File: config.mk
export PLATFORM = sky130hd
export DESIGN_NAME = shift_sequencer
export DESIGN_NICKNAME = d
export VERILOG_FILES = /design/src/rtl/shift_pkg.sv /design/src/rtl/shift_step.sv /design/src/rtl/shift_sequencer.sv
export SDC_FILE = /design/constraint.sdc
export NUM_CORES = 1
export LEC_CHECK = 0
export CAP_MARGIN = 20
export CORE_MARGIN = 2
export CORE_UTILIZATION = 46
export CTS_CLUSTER_SIZE = 28
export DETAILED_ROUTE_END_ITERATION = 8
export PLACE_DENSITY = 0.85
export SYNTH_ARGS = -nofsm -noshare
export SYNTH_HDL_FRONTEND = slang
export SYNTH_SLANG_ARGS = --single-unit
File: constraint.sdc
create_clock -name clk -period 2.4 [get_ports clk]
set_clock_uncertainty 0.15 [all_clocks]
set_input_delay 0.48 -clock clk [delete_from_list [all_inputs] [get_ports clk]]
set_output_delay 0.48 -clock clk [all_outputs]
set_load 0.05 [all_outputs]
File: src/rtl/shift_pkg.sv
// Shared types for the iterative shift unit.
// Defaults, op codes and FSM state encodings.
package shift_pkg;

  localparam int XLEN_DEF    = 32;
  localparam int SHAMT_W_DEF = 5;

  typedef enum logic [1:0] {
    OP_SLL = 2'b00,
    OP_SRL = 2'b01,
    OP_SRA = 2'b10,
    OP_RSV = 2'b11
  } op_e;

  typedef enum logic [1:0] {
    ST_IDLE  = 2'b00,
    ST_SHIFT = 2'b01,
    ST_DONE  = 2'b10
  } state_e;

endpackage

File: src/rtl/shift_step.sv
// One iteration of the shift datapath.
// Moves acc by 1 bit, or by 4 bits when step4 is set.
module shift_step
  import shift_pkg::*;
#(
  parameter int XLEN = XLEN_DEF
) (
  input  logic [XLEN-1:0] acc,
  input  logic [1:0]      op_r,
  input  logic            step4,
  output logic [XLEN-1:0] acc_nxt
);

  logic fill;

  always_comb begin
    fill    = (op_r == OP_SRA) & acc[XLEN-1];
    acc_nxt = acc;
    case (op_r)
      OP_SRL,
      OP_SRA: begin
        if (step4)
          acc_nxt = {{4{fill}}, acc[XLEN-1:4]};
        else
          acc_nxt = {fill, acc[XLEN-1:1]};
      end
      // reserved encoding behaves as SLL
      default: begin
        if (step4)
          acc_nxt = {acc[XLEN-5:0], 4'b0000};
        else
          acc_nxt = {acc[XLEN-2:0], 1'b0};
      end
    endcase
  end

endmodule

File: src/rtl/shift_sequencer.sv
// Iterative SLL/SRL/SRA unit with valid/ready handshake and flush.
// Define SHIFT_SEQ_FAST_STEP_EN to take 4-bit steps while cnt >= 4.
module shift_sequencer
  import shift_pkg::*;
#(
  parameter int XLEN    = XLEN_DEF,
  parameter int SHAMT_W = SHAMT_W_DEF
) (
  input  logic               clk,
  input  logic               rst,
  input  logic               flush,
  input  logic               in_valid,
  output logic               in_ready,
  input  logic [1:0]         op,
  input  logic [XLEN-1:0]    A,
  input  logic [SHAMT_W-1:0] B,
  output logic               out_valid,
  input  logic               out_ready,
  output logic [XLEN-1:0]    out,
  output logic               busy
);

  state_e             state_q, state_d;
  logic [XLEN-1:0]    acc_q, acc_d;
  logic [XLEN-1:0]    acc_step;
  logic [SHAMT_W-1:0] cnt_q, cnt_d;
  logic [SHAMT_W-1:0] cnt_step;
  logic [1:0]         op_q, op_d;
  logic               step4;
  logic               accept;
  logic               last_step;

`ifdef SHIFT_SEQ_FAST_STEP_EN
  assign step4 = (cnt_q >= SHAMT_W'(4));
`else
  assign step4 = 1'b0;
`endif

  assign cnt_step  = cnt_q - (step4 ? SHAMT_W'(4) : SHAMT_W'(1));
  assign last_step = (cnt_step == '0);
  assign accept    = in_valid & in_ready;

  shift_step #(
    .XLEN (XLEN)
  ) u_step (
    .acc     (acc_q),
    .op_r    (op_q),
    .step4   (step4),
    .acc_nxt (acc_step)
  );

  always_ff @(posedge clk) begin
    if (rst) state_q <= ST_IDLE;
    else     state_q <= state_d;
  end

  always_comb begin
    state_d = state_q;
    if (flush) begin
      state_d = ST_IDLE;
    end else begin
      case (state_q)
        ST_IDLE: begin
          if (accept)
            state_d = (B == '0) ? ST_DONE : ST_SHIFT;
        end
        ST_SHIFT: begin
          if (last_step)
            state_d = ST_DONE;
        end
        ST_DONE: begin
          if (out_ready)
            state_d = ST_IDLE;
        end
        default: state_d = ST_IDLE;
      endcase
    end
  end

  always_comb begin
    acc_d = acc_q;
    cnt_d = cnt_q;
    op_d  = op_q;
    if (!flush) begin
      if (state_q == ST_IDLE && accept) begin
        acc_d = A;
        cnt_d = B;
        op_d  = op;
      end else if (state_q == ST_SHIFT) begin
        acc_d = acc_step;
        cnt_d = cnt_step;
      end
    end
  end

  always_ff @(posedge clk) begin
    if (rst) begin
      acc_q <= '0;
      cnt_q <= '0;
      op_q  <= '0;
    end else begin
      acc_q <= acc_d;
      cnt_q <= cnt_d;
      op_q  <= op_d;
    end
  end

  always_comb begin
    in_ready  = (state_q == ST_IDLE) & ~flush;
    out_valid = (state_q == ST_DONE);
    busy      = (state_q == ST_SHIFT) | (state_q == ST_DONE);
    out       = acc_q;
  end

endmodule
==> flow_metrics.tcl <==
set metrics [dict create \
    outcome "complete, no violations" \
    ctsResizeCount 0 \
    relSlewSlack_pct 63.7 \
    cp_top_family "buffers and inverters" \
    design_area_um2 3260 \
    critical-path-slowest-cell "clkdlybuf4s50_1" \
    dr.pass1.iters 4 \
    synth-main-ff-cell "dfxtp_1" \
    period_share_pct 95.0 \
    syn-cell-area_um2 2310 \
    post_cts_buffers 0 \
    seq_power_share_pct 42.7 \
    rsz0062_at_grt "no" \
    holdBufCountCts 0 \
    critical_path_class "reg -> out" \
    power_mw 1.84 \
    post-place-ws_ps 245 \
    grt_pass1_vias 2047 \
    final_hold_viol_count 0 \
    synth_top_area_share_pct 35.5 \
    yosys.area.top_type "dfxtp_1" \
    gp_congestion 0.833 \
    period_minus_slack_ps 2280 \
    antenna_found_initial 0 \
    fin_ws_ps 120 \
    route.detailed.drc 0 \
    first_iter_violations 70 \
    numCtsBuffers 5 \
    die_h_um 74.9 \
    p_comb_share_pct 32.5 \
    placed_cells 416 \
    holdCritStartpoint "op_q[0]$_SDFFE_PP0P_" \
    setup_tns_ps 0 \
    antenna_cells 0 \
    insertion_delay_ps 290 \
    root_buffer "clkbuf_8" \
    overflow 0 \
    synth-async-reset-ratio_pct 0 \
    ir_drop_mv 0.342 \
    hp-class "reg -> reg" \
    hpwl_um 4060 \
    area_growth_pct 41.1 \
    switching_power_mw 0.617 \
    worstReg2RegStart "cnt_q[0]$_SDFFE_PP0P_" \
    final_util_pct 68.2 \
    crit_buf_inv 2 \
    endpoint_kind "primary output" \
    initial_core_util_pct 48.3 \
    dieArea_um2 5610 \
    cp_cell_sequence "inv_1 -> ha_1 -> clkdlybuf4s50_1" \
    synthTopCellsByArea "dfxtp_1 (35%), mux2i_1 (13%), nand2_1 (12%)" \
    synth_area_per_cell_um2 8.15 \
    port_buffers 78 \
    pwr-share-clk_pct 24.8 \
    route.vias.total 2271 \
    yosys_warnings 0 \
    fillers 409 \
    swShare_pct 33.5 \
    critPathMaxFanout 3 \
    post_drt_wl_per_cell_um 13.4 \
    worst_pin_slew_ps 542 \
    clockBufferDepth 2 \
    cts.clk_slew.worst_paths_ps 80 \
    worst_setup_path_start_kind "register" \
    drive_gt1_share_pct 7.30 \
    ios 79 \
    synth_edf_count 0 \
    critPathMaxStageDelay_ps 800 \
    ys_seq_area_share_pct 35.5 \
    syn_nets 334 \
    max_clock_freq_mhz 439 \
    postPlaceCellArea_um2 3180 \
    rows 25 \
    worst_ep_required_time_ps 1770 \
    coreArea_um2 4790 \
    grt_pass1_wl_um 8880 \
    cts_tree "done" \
    drv_cap 0 \
    cts.sinks 41 \
    cellLeakagePower_nw 1.26 \
    crit_arrival_ps 1650 \
    fin_hold_ws_ps 315 \
    finalSetupViolCount 0 \
    ant_nets 0 \
    power.density_nw_per_um2 564 \
    stdcell_count 423 \
    final_nets 406 \
    yosys.cell_types.count 36 \
    synth-seq-cells 41 \
    grt_usage_pct 20.5 \
    h-tree-depth 2 \
    setup.worst_path.start "state_q[0]$_SDFFE_PP0P_" \
    drt_wl_total_um 5670 \
    power.internal_mw 1.22 \
    grt_max_degree 39 \
    viasPerCell 5.37 \
    synthCells 284 \
    die_w_um 74.9 \
    slew_violations 0 \
]
## registers in the layout, summed over array words and instances (netlist names)
signal,count
cnt_q,5
op_q,2
state_q,2
out,32
## worst paths after layout
path | to | slack [ps] | cells after the start
max | out_valid | 120 | 3
min | op_q[0]$_SDFFE_PP0P_ | 310 | 2
max reg2reg | state_q[1]$_SDFFE_PP0P_ | 560 | 6
min reg2reg | op_q[0]$_SDFFE_PP0P_ | 310 | 2
## routing by layer
| metal | up-vias | part of all wire (%) | GRT usage, % |
|---|---|---|---|
| met3 | 5 | 4.9 | 4.82 |
| met1 | 1057 | 47 | 25.2 |
| met4 | 0 | 1.2 | 6.55 |
| met5 | - | 0 | 0 |
| li1 | 1148 | - | - |
| met2 | 61 | 47 | 35.4 |
## cell type report
class	instances	area, µm²	area share [%]
Timing Repair Buffer	88	888	27.2
Tap cell	67	83.8	2.57
Inverter	6	22.5	0.690
Clock buffer	7	86.3	2.64
Multi-Input combinational cell	214	1360	41.7
Sequential cell	41	821	25.1
## worst reg2reg max path, delay by kind of cell (launching register included)
family | cells | cell delay [ps]
AND/OR/NAND/NOR | 2 | 340
AO/OA/AOI/OAI | 2 | 560
flip-flops | 1 | 400
adder cells (fa/ha/maj) | 1 | 250
buffers and inverters | 1 | 80
## layout by cell type, fill, tap and decap left out, types with 6 or more instances in the layout
master,Yosys,final
mux2i_1,31,31
a21oi_1,33,33
dfxtp_1,41,41
clkdlybuf4s50_1,0,76
nor2_1,8,8
o211ai_1,31,31
nand2_1,72,72
inv_1,6,6
clkbuf_8,0,6
buf_4,3,9
## synth_stat cells (2+ instances only)
master and n:
nor4b_2 2, xnor2_1 2, inv_1 6, buf_4 3
dfxtp_1 41, a21oi_1 33, buf_2 14, nand2_1 72
ha_1 6, buf_1 2, nor2b_2 2, o211ai_1 31
nor3_1 2, nand3_1 2, clkbuf_1 4, nor2_1 8
mux2i_1 31, a211oi_1 5
## kinds of logic (layout without fill, tap and decap cells)
group / Yosys count / in the layout / share of synthesized area (%)
and+or+nand+nor: 97 / 97 / 19.0
xor gates and xnor gates: 3 / 3 / 1.14
AOI/OAI and AO/OA: 77 / 77 / 21.8
DFF: 41 / 41 / 35.5
adders and majority gates: 6 / 6 / 3.24
buffers and inverters: 29 / 101 / 5.95
muxes: 31 / 31 / 13.4
## power groups by stage
stage	sequential (mW)	clock (mW)	combinational (mW)
6_report	0.787	0.457	0.598
5_1_grt	0.794	0.488	0.638
4_1_cts	0.786	0.465	0.600
3_5_place_dp	0.802	0	0.597
3_3_place_gp	0.800	0	0.586
2_1_floorplan	0.927	0	0.253
(Power assumes the default switching activity.)
